==> config.mk <==
export PLATFORM = sky130hd
export DESIGN_NAME = leb128_decoder
export DESIGN_NICKNAME = d
export VERILOG_FILES = /design/src/rtl/leb128_decoder_pkg.sv /design/src/rtl/leb128_decoder_pad_check.sv /design/src/rtl/leb128_decoder.sv
export SDC_FILE = /design/constraint.sdc
export NUM_CORES = 1
export LEC_CHECK = 0
export ABC_AREA = 1
export BUFFER_PORTS_ARGS = -buffer_cell sky130_fd_sc_hd__buf_2
export CAP_MARGIN = 20
export CORE_MARGIN = 2
export CORE_UTILIZATION = 51
export DETAILED_ROUTE_END_ITERATION = 6
export PLACE_DENSITY = 0.7
export SLEW_MARGIN = 5
export SYNTH_ARGS = -nofsm -noshare
export SYNTH_HDL_FRONTEND = slang
export SYNTH_HIERARCHICAL = 1
export SYNTH_SLANG_ARGS = --single-unit
==> constraint.sdc <==
create_clock -name clk -period 3.95 [get_ports clk]
set_input_delay 0.395 -clock clk [delete_from_list [all_inputs] [get_ports clk]]
set_output_delay 0.395 -clock clk [all_outputs]
set_load 0.01 [all_outputs]
==> src/rtl/leb128_decoder_pkg.sv <==
// Shared definitions for the LEB128 immediate decoder: FSM encoding,
// maximum encoded lengths and the final-byte padding masks.
package leb128_decoder_pkg;

    typedef enum logic [1:0] {
        ST_IDLE  = 2'd0,
        ST_ACCUM = 2'd1,
        ST_DONE  = 2'd2
    } state_t;

    localparam int LEB128_MAX32 = 5;
    localparam int LEB128_MAX64 = 10;

    // Payload bits of the last permitted byte that lie beyond the target width
    // (for signed variants the mask also covers the target's own sign bit).
    localparam logic [6:0] PAD_MASK_U32 = 7'h70;
    localparam logic [6:0] PAD_MASK_S32 = 7'h78;
    localparam logic [6:0] PAD_MASK_U64 = 7'h7E;
    localparam logic [6:0] PAD_MASK_S64 = 7'h7F;

endpackage

==> src/rtl/leb128_decoder_pad_check.sv <==
// Combinational check that the payload of a max-length final byte carries
// only zero (unsigned) or sign-replicated (signed) bits above the target width.
module leb128_decoder_pad_check
    import leb128_decoder_pkg::*;
(
    input  logic [6:0] payload,
    input  logic       is_signed,
    input  logic       is64,
    output logic       ok
);

    logic [6:0] mask;
    logic [6:0] masked;

    always_comb begin
        mask = 7'h00;
        case ({is64, is_signed})
            2'b00:   mask = PAD_MASK_U32;
            2'b01:   mask = PAD_MASK_S32;
            2'b10:   mask = PAD_MASK_U64;
            default: mask = PAD_MASK_S64;
        endcase
        masked = payload & mask;
        ok     = is_signed ? ((masked == 7'h00) || (masked == mask)) : (masked == 7'h00);
    end

endmodule

==> src/rtl/leb128_decoder.sv <==
// Byte-serial LEB128 immediate decoder: accumulates 7-bit groups from the
// ROM byte stream and presents a 64-bit value, byte count and error flag.
module leb128_decoder
    import leb128_decoder_pkg::*;
#(
    parameter bit ERR_CHECK_PAD = 1'b1
) (
    input  logic        clk,
    input  logic        reset,
    input  logic [7:0]  in_data,
    input  logic        in_valid,
    output logic        in_ready,
    input  logic        in_signed,
    input  logic        in_is64,
    output logic [63:0] out_value,
    output logic [3:0]  out_len,
    output logic        out_error,
    output logic        out_valid,
    input  logic        out_ready
);

    state_t      state, state_nxt;
    logic [63:0] acc_p0;
    logic [6:0]  shift_p0;
    logic [3:0]  count_p0;
    logic        signed_p0;
    logic        is64_p0;

    logic        accept;
    logic        first;
    logic        sg_cur;
    logic        w64_cur;
    logic [63:0] acc_nxt;
    logic [6:0]  shift_nxt;
    logic [3:0]  count_nxt;
    logic        at_max;
    logic        last;
    logic        pad_ok;
    logic        err_nxt;
    logic [63:0] val_nxt;

    // Replicate bit (nbits-1) upward; widths of 64 or more need no extension.
    function automatic logic [63:0] sign_extend(input logic [63:0] v, input logic [6:0] nbits);
        logic [63:0] hi_mask;
        logic [5:0]  msb;
        if (nbits >= 7'd64) begin
            return v;
        end
        hi_mask = ~64'd0 << nbits;
        msb     = 6'(nbits - 7'd1);
        return v[msb] ? (v | hi_mask) : (v & ~hi_mask);
    endfunction

    function automatic logic [63:0] finalize(input logic [63:0] v, input logic [6:0] nbits,
                                             input logic sg, input logic w64);
        logic [63:0] t;
        t = v;
        if (sg) begin
            t = sign_extend(v, nbits);
            if (!w64) begin
                t = sign_extend(t, 7'd32);
            end
        end else if (!w64) begin
            t = {32'd0, v[31:0]};
        end
        return t;
    endfunction

    leb128_decoder_pad_check u_pad_check (
        .payload   (in_data[6:0]),
        .is_signed (sg_cur),
        .is64      (w64_cur),
        .ok        (pad_ok)
    );

    always_comb begin
        in_ready  = !reset && (state != ST_DONE);
        out_valid = (state == ST_DONE);
        accept    = in_valid && in_ready;
        first     = (state == ST_IDLE);
        sg_cur    = first ? in_signed : signed_p0;
        w64_cur   = first ? in_is64   : is64_p0;

        if (first) begin
            acc_nxt   = {57'd0, in_data[6:0]};
            shift_nxt = 7'd7;
            count_nxt = 4'd1;
        end else begin
            acc_nxt   = acc_p0 | ({57'd0, in_data[6:0]} << shift_p0);
            shift_nxt = shift_p0 + 7'd7;
            count_nxt = count_p0 + 4'd1;
        end

        at_max  = (count_nxt == (w64_cur ? 4'(LEB128_MAX64) : 4'(LEB128_MAX32)));
        last    = !in_data[7] || at_max;
        err_nxt = at_max && (in_data[7] || (ERR_CHECK_PAD && !pad_ok));
        val_nxt = finalize(acc_nxt, shift_nxt, sg_cur, w64_cur);

        state_nxt = state;
        case (state)
            ST_IDLE, ST_ACCUM: begin
                if (accept) begin
                    state_nxt = last ? ST_DONE : ST_ACCUM;
                end
            end
            ST_DONE: begin
                if (out_ready) begin
                    state_nxt = ST_IDLE;
                end
            end
            default: state_nxt = ST_IDLE;
        endcase
    end

    // Stage p0: control state and result registers
    always_ff @(posedge clk) begin
        if (reset) begin
            state     <= ST_IDLE;
            signed_p0 <= 1'b0;
            is64_p0   <= 1'b0;
            out_value <= 64'd0;
            out_len   <= 4'd0;
            out_error <= 1'b0;
        end else begin
            state <= state_nxt;
            if (accept && first) begin
                signed_p0 <= in_signed;
                is64_p0   <= in_is64;
            end
            if (accept && last) begin
                out_value <= err_nxt ? 64'd0 : val_nxt;
                out_len   <= count_nxt;
                out_error <= err_nxt;
            end
        end
    end

    // Stage p0: accumulator datapath, rewritten by every first byte
    always_ff @(posedge clk) begin
        if (accept) begin
            acc_p0   <= acc_nxt;
            shift_p0 <= shift_nxt;
            count_p0 <= count_nxt;
        end
    end

endmodule

==> results_dict.tcl, run 1 <==
set metrics [dict create \
    hold_viol 0 \
    run_status "finished, final reports clean" \
    worst_pin_slew_ns 1.12 \
    worstPathMaxFanout 23 \
    grtUsageTotal_pct 34.7 \
    total_power_mw 5.04 \
    setup_ws_ns 0.400 \
    clock-root-buffer "clkbuf_16" \
    post-dp-hpwl_um 26400 \
    wire_per_inst_um 18.6 \
    synth_common_cells "nand2_1 (525), inv_1 (189), a21oi_1 (161), nand3_1 (160), nor2_1 (115)" \
    die_x_um 144 \
    rsz0062_at_grt "no" \
    die_h_um 144 \
    area_growth_pct 12.9 \
    syn_nets 1606 \
    synth_top_area_share_pct 22.5 \
    use_met3_pct 5.10 \
    ir_drop_mv 0.330 \
    cts_buffer_depth 2 \
    via_per_inst 5.61 \
    start_kind "flip-flop" \
    clk_pin_slew_ns 0.07 \
    layout_min_cycle_time_ns 3.55 \
    critPathCaptureType "flip-flop" \
    drtAntennaViolNets 0 \
    clk_latency_ns 0.43 \
    critPathKind "reg -> reg" \
    synth_cell_types 37 \
    yosysWarnings 6 \
    gp_congestion 1.00 \
    synth_area_leaders "edfxtp_1 (22%), nand2_1 (20%), dfxtp_1 (15%)" \
    cts-hold-fix-buffers 0 \
    async_reset_ff_share_pct 0 \
    num_vias 10800 \
    clock-sinks 148 \
    p_leak_nw 5.53 \
    slew_violations 0 \
    r2r_cells 19 \
    drt-total-wl_um 35900 \
    ys.flop_type "edfxtp_1" \
    initial_core_util_pct 51.6 \
    grt_pass1_vias 9532 \
    cts_inserted_buffers 17 \
    drc 0 \
    yosys.area.top_type "edfxtp_1" \
    cts_resized 0 \
    first_iter_violations 1340 \
    required_ns 4.31 \
    ioPinCount 85 \
    period_share_pct 89.9 \
    cts_htree_levels 4 \
    r2r_slack_ns 0.40 \
    grt_pass1_wl_um 54200 \
    dp_slack_ns 0.528 \
    n_antenna_cell 0 \
    row_count 51 \
    overflow 0 \
    synth_edf_count 75 \
    p_per_area_nw_per_um2 446 \
    holdPathStages 4 \
    mappedNetlistArea_um2 10000 \
    stdcell_area_um2 11300 \
    fp.coreArea_um2 19400 \
    dpl_cell_area_um2 10700 \
    die_area_um2 20800 \
    r2r_start "shift_p0[2]" \
    fin_setup_tns_ns 0 \
    cts_tree "yes" \
    r2r-end "out_value[60]" \
    grt_max_degree 78 \
    drtPass1Iterations 5 \
    layout-drive-gt1-share_pct 12.2 \
    setup_viol 0 \
    hold_end "state[1]" \
    fmax_ghz 0.282 \
    post-synth-top-count-cell "nand2_1" \
    netlist_instances 1586 \
    antenna_found_initial 0 \
    worstPathArrival_ns 3.91 \
    fillers 2004 \
    seq_area_frac_synth_pct 37.1 \
    cap_viol_max_count 0 \
    grtUsageMet1_pct 48.7 \
    portBuffers 84 \
    use_met2_pct 54.5 \
    grt.busiest_layer "met2" \
    final_core_util_pct 58.3 \
    min_from "out_ready" \
    cts_setup_buffers 0 \
    fin_worst_skew_ns 0.0111 \
    nNetsFinal 1666 \
    holdCritPathClass "in -> reg" \
    syn_area_per_cell_um2 6.32 \
    yosys_register_bits 148 \
    max_slew_margin_pct 25.6 \
]
[report_power, final]
part	internal, mW	switching [mW]	total (mW)
clock	0.854	0.732	1.59
sequential	1.72	0.0401	1.76
combinational	0.494	1.19	1.69
total	3.07	1.97	5.04
[cell usage in the layout, fill, tap and decap left out, types with 6 or more instances in the layout]
master / synthesis / layout
a21oi_1: 161 / 161
buf_2: 23 / 84
buf_4: 1 / 49
clkbuf_16: 0 / 18
dfxtp_1: 73 / 73
edfxtp_1: 75 / 75
ha_1: 6 / 6
inv_1: 189 / 187
inv_2: 14 / 16
nand2_1: 525 / 524
nand3_1: 160 / 160
nand4_1: 27 / 27
nor2_1: 115 / 114
nor2_2: 5 / 6
o21ai_0: 60 / 60
o21ai_1: 38 / 37
o21bai_1: 7 / 7
[layer usage]
layer  up-vias  wire, µm
met5         -         0
met4         0      1150
met3        66      3480
met2       561     16100
met1      4931     15200
li1       5241         -
[worst max-delay path, cell delays in order, from the launching register on]
cell,delay (ns)
edfxtp_1,0.54
inv_2,0.18
nand2_1,0.11
nand2_1,0.06
nor2_2,0.25
inv_2,0.18
nor2_2,0.24
nand2_1,0.13
xnor2_2,0.42
inv_1,0.18
nand3_1,0.13
nand3_1,0.08
nand3_2,0.17
buf_4,0.29
nand3_1,0.11
nand2_1,0.07
nand2_1,0.05
nand2_1,0.06
nand2_1,0.10
a21oi_1,0.13
[worst max-delay path by stage]
stage,from,endpoint,slack (ns),cells after the start
finish,shift_p0[2],out_value[60],0.40,19
global route,shift_p0[4],out_value[56],0.07,21
CTS,shift_p0[4],out_value[47],0.51,19
detailed placement,shift_p0[4],out_value[55],0.53,19
global placement,shift_p0[2],out_value[60],0.53,19
floorplan,state[0],out_value[12],0.34,11
[logic make-up (layout without fill, tap and decap cells)]
| kind of cell | Yosys count | after routing | share of synthesized area (%) |
|---|---|---|---|
| adders and majority gates | 6 | 6 | 0.750 |
| DFF | 148 | 148 | 37.1 |
| buffers and inverters | 298 | 371 | 11.8 |
| xor gates and xnor gates | 3 | 3 | 0.337 |
| and+or+nand+nor | 849 | 849 | 35.4 |
| AOI/OAI and AO/OA | 282 | 282 | 14.6 |
[metrics by stage]
stage / instances / hold WS, ns
after floorplan: 1586 / 0.429
final: 1924 / 0.256
after global routing: 1924 / 0.279
after CTS: 1923 / 0.245
after global placement: 1891 / 0.443
after detailed placement: 1891 / 0.448
[flip-flops by register name, indices dropped and copies added, names as in the netlist]
register,cells
out_len,4
state,2
acc_p0,64
count_p0,4
out_error,1
shift_p0,7
is64_p0,1
out_value,64
signed_p0,1
[area by class of cell]
class	instances	area (µm²)	area share, %
clock inverter	12	90.1	0.797
tap	265	332	2.93
inverter	205	772	6.83
clock buffer	20	458	4.05
multi-input combinational	1140	5130	45.4
timing repair buffer	134	808	7.15
sequential	148	3710	32.8
No activity file was read; power rests on OpenSTA's default activity.
==> run 2: changes to the inputs <==
SYNTH_HIERARCHICAL = not set   (was 1)
==> run 2 against run 1 <==
Net effect: critical path depth increased by 2; critical path type unchanged; final area shrank 1.2%; largest power group unchanged; global-route usage rose by 1.4 points; critical endpoint is now out_value[32].
==> results_dict.tcl, run 2 <==
set metrics [dict create \
    nNetsFinal 1602 \
    netlist_instances 1518 \
    p_comb_share_pct 32.9 \
    die_x_um 143 \
    synth_common_cells "nand2_1 (487), inv_1 (174), a21oi_1 (161), nand3_1 (153), nor2_1 (108)" \
    cts_htree_levels 4 \
    ioPinCount 85 \
    grt_pass1_vias 9583 \
    slew_violations 0 \
    fp.coreArea_um2 18800 \
    grtUsageTotal_pct 36.0 \
    switchingPower_mw 2.01 \
    cts-hold-fix-buffers 0 \
    r2r_start "shift_p0[5]" \
    clock-root-buffer "clkbuf_16" \
    async_reset_ff_share_pct 0 \
    start_kind "flip-flop" \
    cap_viol_max_count 0 \
    overflow 0 \
    area_growth_pct 14.0 \
    cts_tree "yes" \
    antenna_found_initial 0 \
    wire_per_inst_um 19.8 \
    initial_core_util_pct 52.3 \
    yosysWarnings 0 \
    p_seq_share_pct 34.3 \
    fmax_ghz 0.275 \
    critPathKind "reg -> reg" \
    period_share_pct 92.2 \
    cts_buffer_depth 2 \
    internal_power_mw 3.13 \
    row_count 50 \
    final_cell_mix "nand2_1 (485), inv_1 (172), a21oi_1 (160)" \
    portBuffers 84 \
    reg_top3 "acc_p0: 64 flops, out_value: 64 flops, shift_p0: 7 flops" \
    syn_nets 1538 \
    p_per_area_nw_per_um2 460 \
    grt_max_degree 68 \
    p_leak_nw 5.39 \
    hold_viol 0 \
    clk_latency_ns 0.45 \
    min_from "in_is64" \
    grt_pass1_wl_um 55000 \
    ir_drop_mv 0.339 \
    dp_slack_ns 0.0791 \
    clk_pin_slew_ns 0.08 \
    mappedNetlistArea_um2 9810 \
    fin_setup_tns_ns 0 \
    clock-sinks 148 \
    layout_min_cycle_time_ns 3.64 \
    setup_viol 0 \
    via_per_inst 5.80 \
    holdCritPathClass "in -> reg" \
    seq_area_frac_synth_pct 37.9 \
    post-synth-top-count-cell "nand2_1" \
    clock_power_share_pct 32.8 \
    fillers 1895 \
    die_h_um 143 \
    first_iter_violations 1340 \
    dpl_cell_area_um2 10500 \
    yosys_register_bits 148 \
    cts_inserted_buffers 17 \
    gp_congestion 0.966 \
    num_vias 10600 \
    rsz0062_at_grt "no" \
    drtPass1Iterations 6 \
    yosys.area.top_type "edfxtp_1" \
    syn_area_per_cell_um2 6.46 \
    drtAntennaViolNets 0 \
    synth_top_area_share_pct 23.0 \
    switching_share_pct 39.0 \
    layout-drive-gt1-share_pct 12.9 \
    critical_path.startpoint "shift_p0[5]" \
    final_core_util_pct 59.6 \
    required_ns 4.32 \
    worstPathMaxFanout 20 \
    synth_area_leaders "edfxtp_1 (23%), nand2_1 (19%), dfxtp_1 (15%)" \
    stdcell_area_um2 11200 \
    finalNonFillerCells 1830 \
    ys.flop_type "edfxtp_1" \
    run_status "finished, final reports clean" \
    synth_edf_count 75 \
    drt-total-wl_um 36200 \
    setup_ws_ns 0.309 \
    worst_pin_slew_ns 0.705 \
    max_slew_margin_pct 53.0 \
    total_power_mw 5.14 \
    post-dp-hpwl_um 26500 \
    holdWs_ns 0.240 \
    die_area_um2 20400 \
    fin_worst_skew_ns 0.0142 \
    drc 0 \
    synth_cell_types 38 \
    layout_commonest_cell "nand2_1" \
    critPathCaptureType "flip-flop" \
    worstPathArrival_ns 4.01 \
    placed_cells_incl_taps 1793 \
]
-- run 2: per-layer routing --
metal | global-route usage (%) | part of all wire [%] | up-vias
met5 | 0 | 0 | -
li1 | - | - | 5084
met1 | 51.3 | 43 | 4794
met4 | 14.0 | 3.7 | 0
met3 | 8.82 | 11 | 94
met2 | 52.7 | 42 | 635
-- run 2: path summary, 6_finish.rpt --
kind	cells after the start	endpoint	slack, ns
worst max register to register	21	out_value[32]	0.31
worst min register to register	2	is64_p0	0.46
worst max-delay path	21	out_value[32]	0.31
worst min-delay path	3	is64_p0	0.24
-- run 2: cell families after synthesis --
| family | after synthesis | synth area share (%) |
|---|---|---|
| AO/OA/AOI/OAI | 284 | 15.5 |
| XOR/XNOR | 3 | 0.345 |
| adder cells (fa/ha/maj) | 6 | 0.765 |
| buffers and inverters | 276 | 11.2 |
| flip-flops | 148 | 37.9 |
| AND/OR/NAND/NOR | 801 | 34.3 |
-- run 2: layout make-up --
cell class | instances | area [µm²] | share of cell area (%)
Multi-Input combinational cell | 1094 | 5040 | 45.1
Sequential cell | 148 | 3710 | 33.2
Clock inverter | 12 | 115 | 1.03
Inverter | 185 | 694 | 6.21
Timing Repair Buffer | 136 | 827 | 7.40
Tap cell | 234 | 293 | 2.62
Clock buffer | 20 | 489 | 4.38
Antenna cell | 1 | 2.50 | 0.0224
-- run 2: timing repair --
item / in CTS / in global routing
endpoints found under the setup margin: 0 / 51
setup buffers: 0 / 4
gates resized for setup: 0 / 7
-- run 2: worst max-delay path, stage by stage (launching register included) --
cell and delay, ns:
edfxtp_1 0.50, inv_2 0.15, nand2_1 0.16, inv_1 0.55
nand3_1 0.31, nand2_1 0.12, nand2_1 0.10, nor2_1 0.13
nor2_1 0.05, nor2_1 0.08, nand2_1 0.08, nand3_1 0.07
nand3_1 0.08, nand3_2 0.11, buf_4 0.24, buf_4 0.27
nand3_1 0.12, nand2_1 0.08, nand2_1 0.07, nand2_1 0.10
nand2_1 0.07, a21oi_1 0.12
-- run 2: power by group through the flow --
stage | sequential, mW | combinational (mW) | clock (mW)
after floorplan | 1.81 | 1.12 | 0
after global placement | 1.79 | 1.62 | 0
after detailed placement | 1.80 | 1.63 | 0
after CTS | 1.76 | 1.64 | 1.69
after global routing | 1.77 | 1.86 | 1.74
final | 1.76 | 1.69 | 1.69
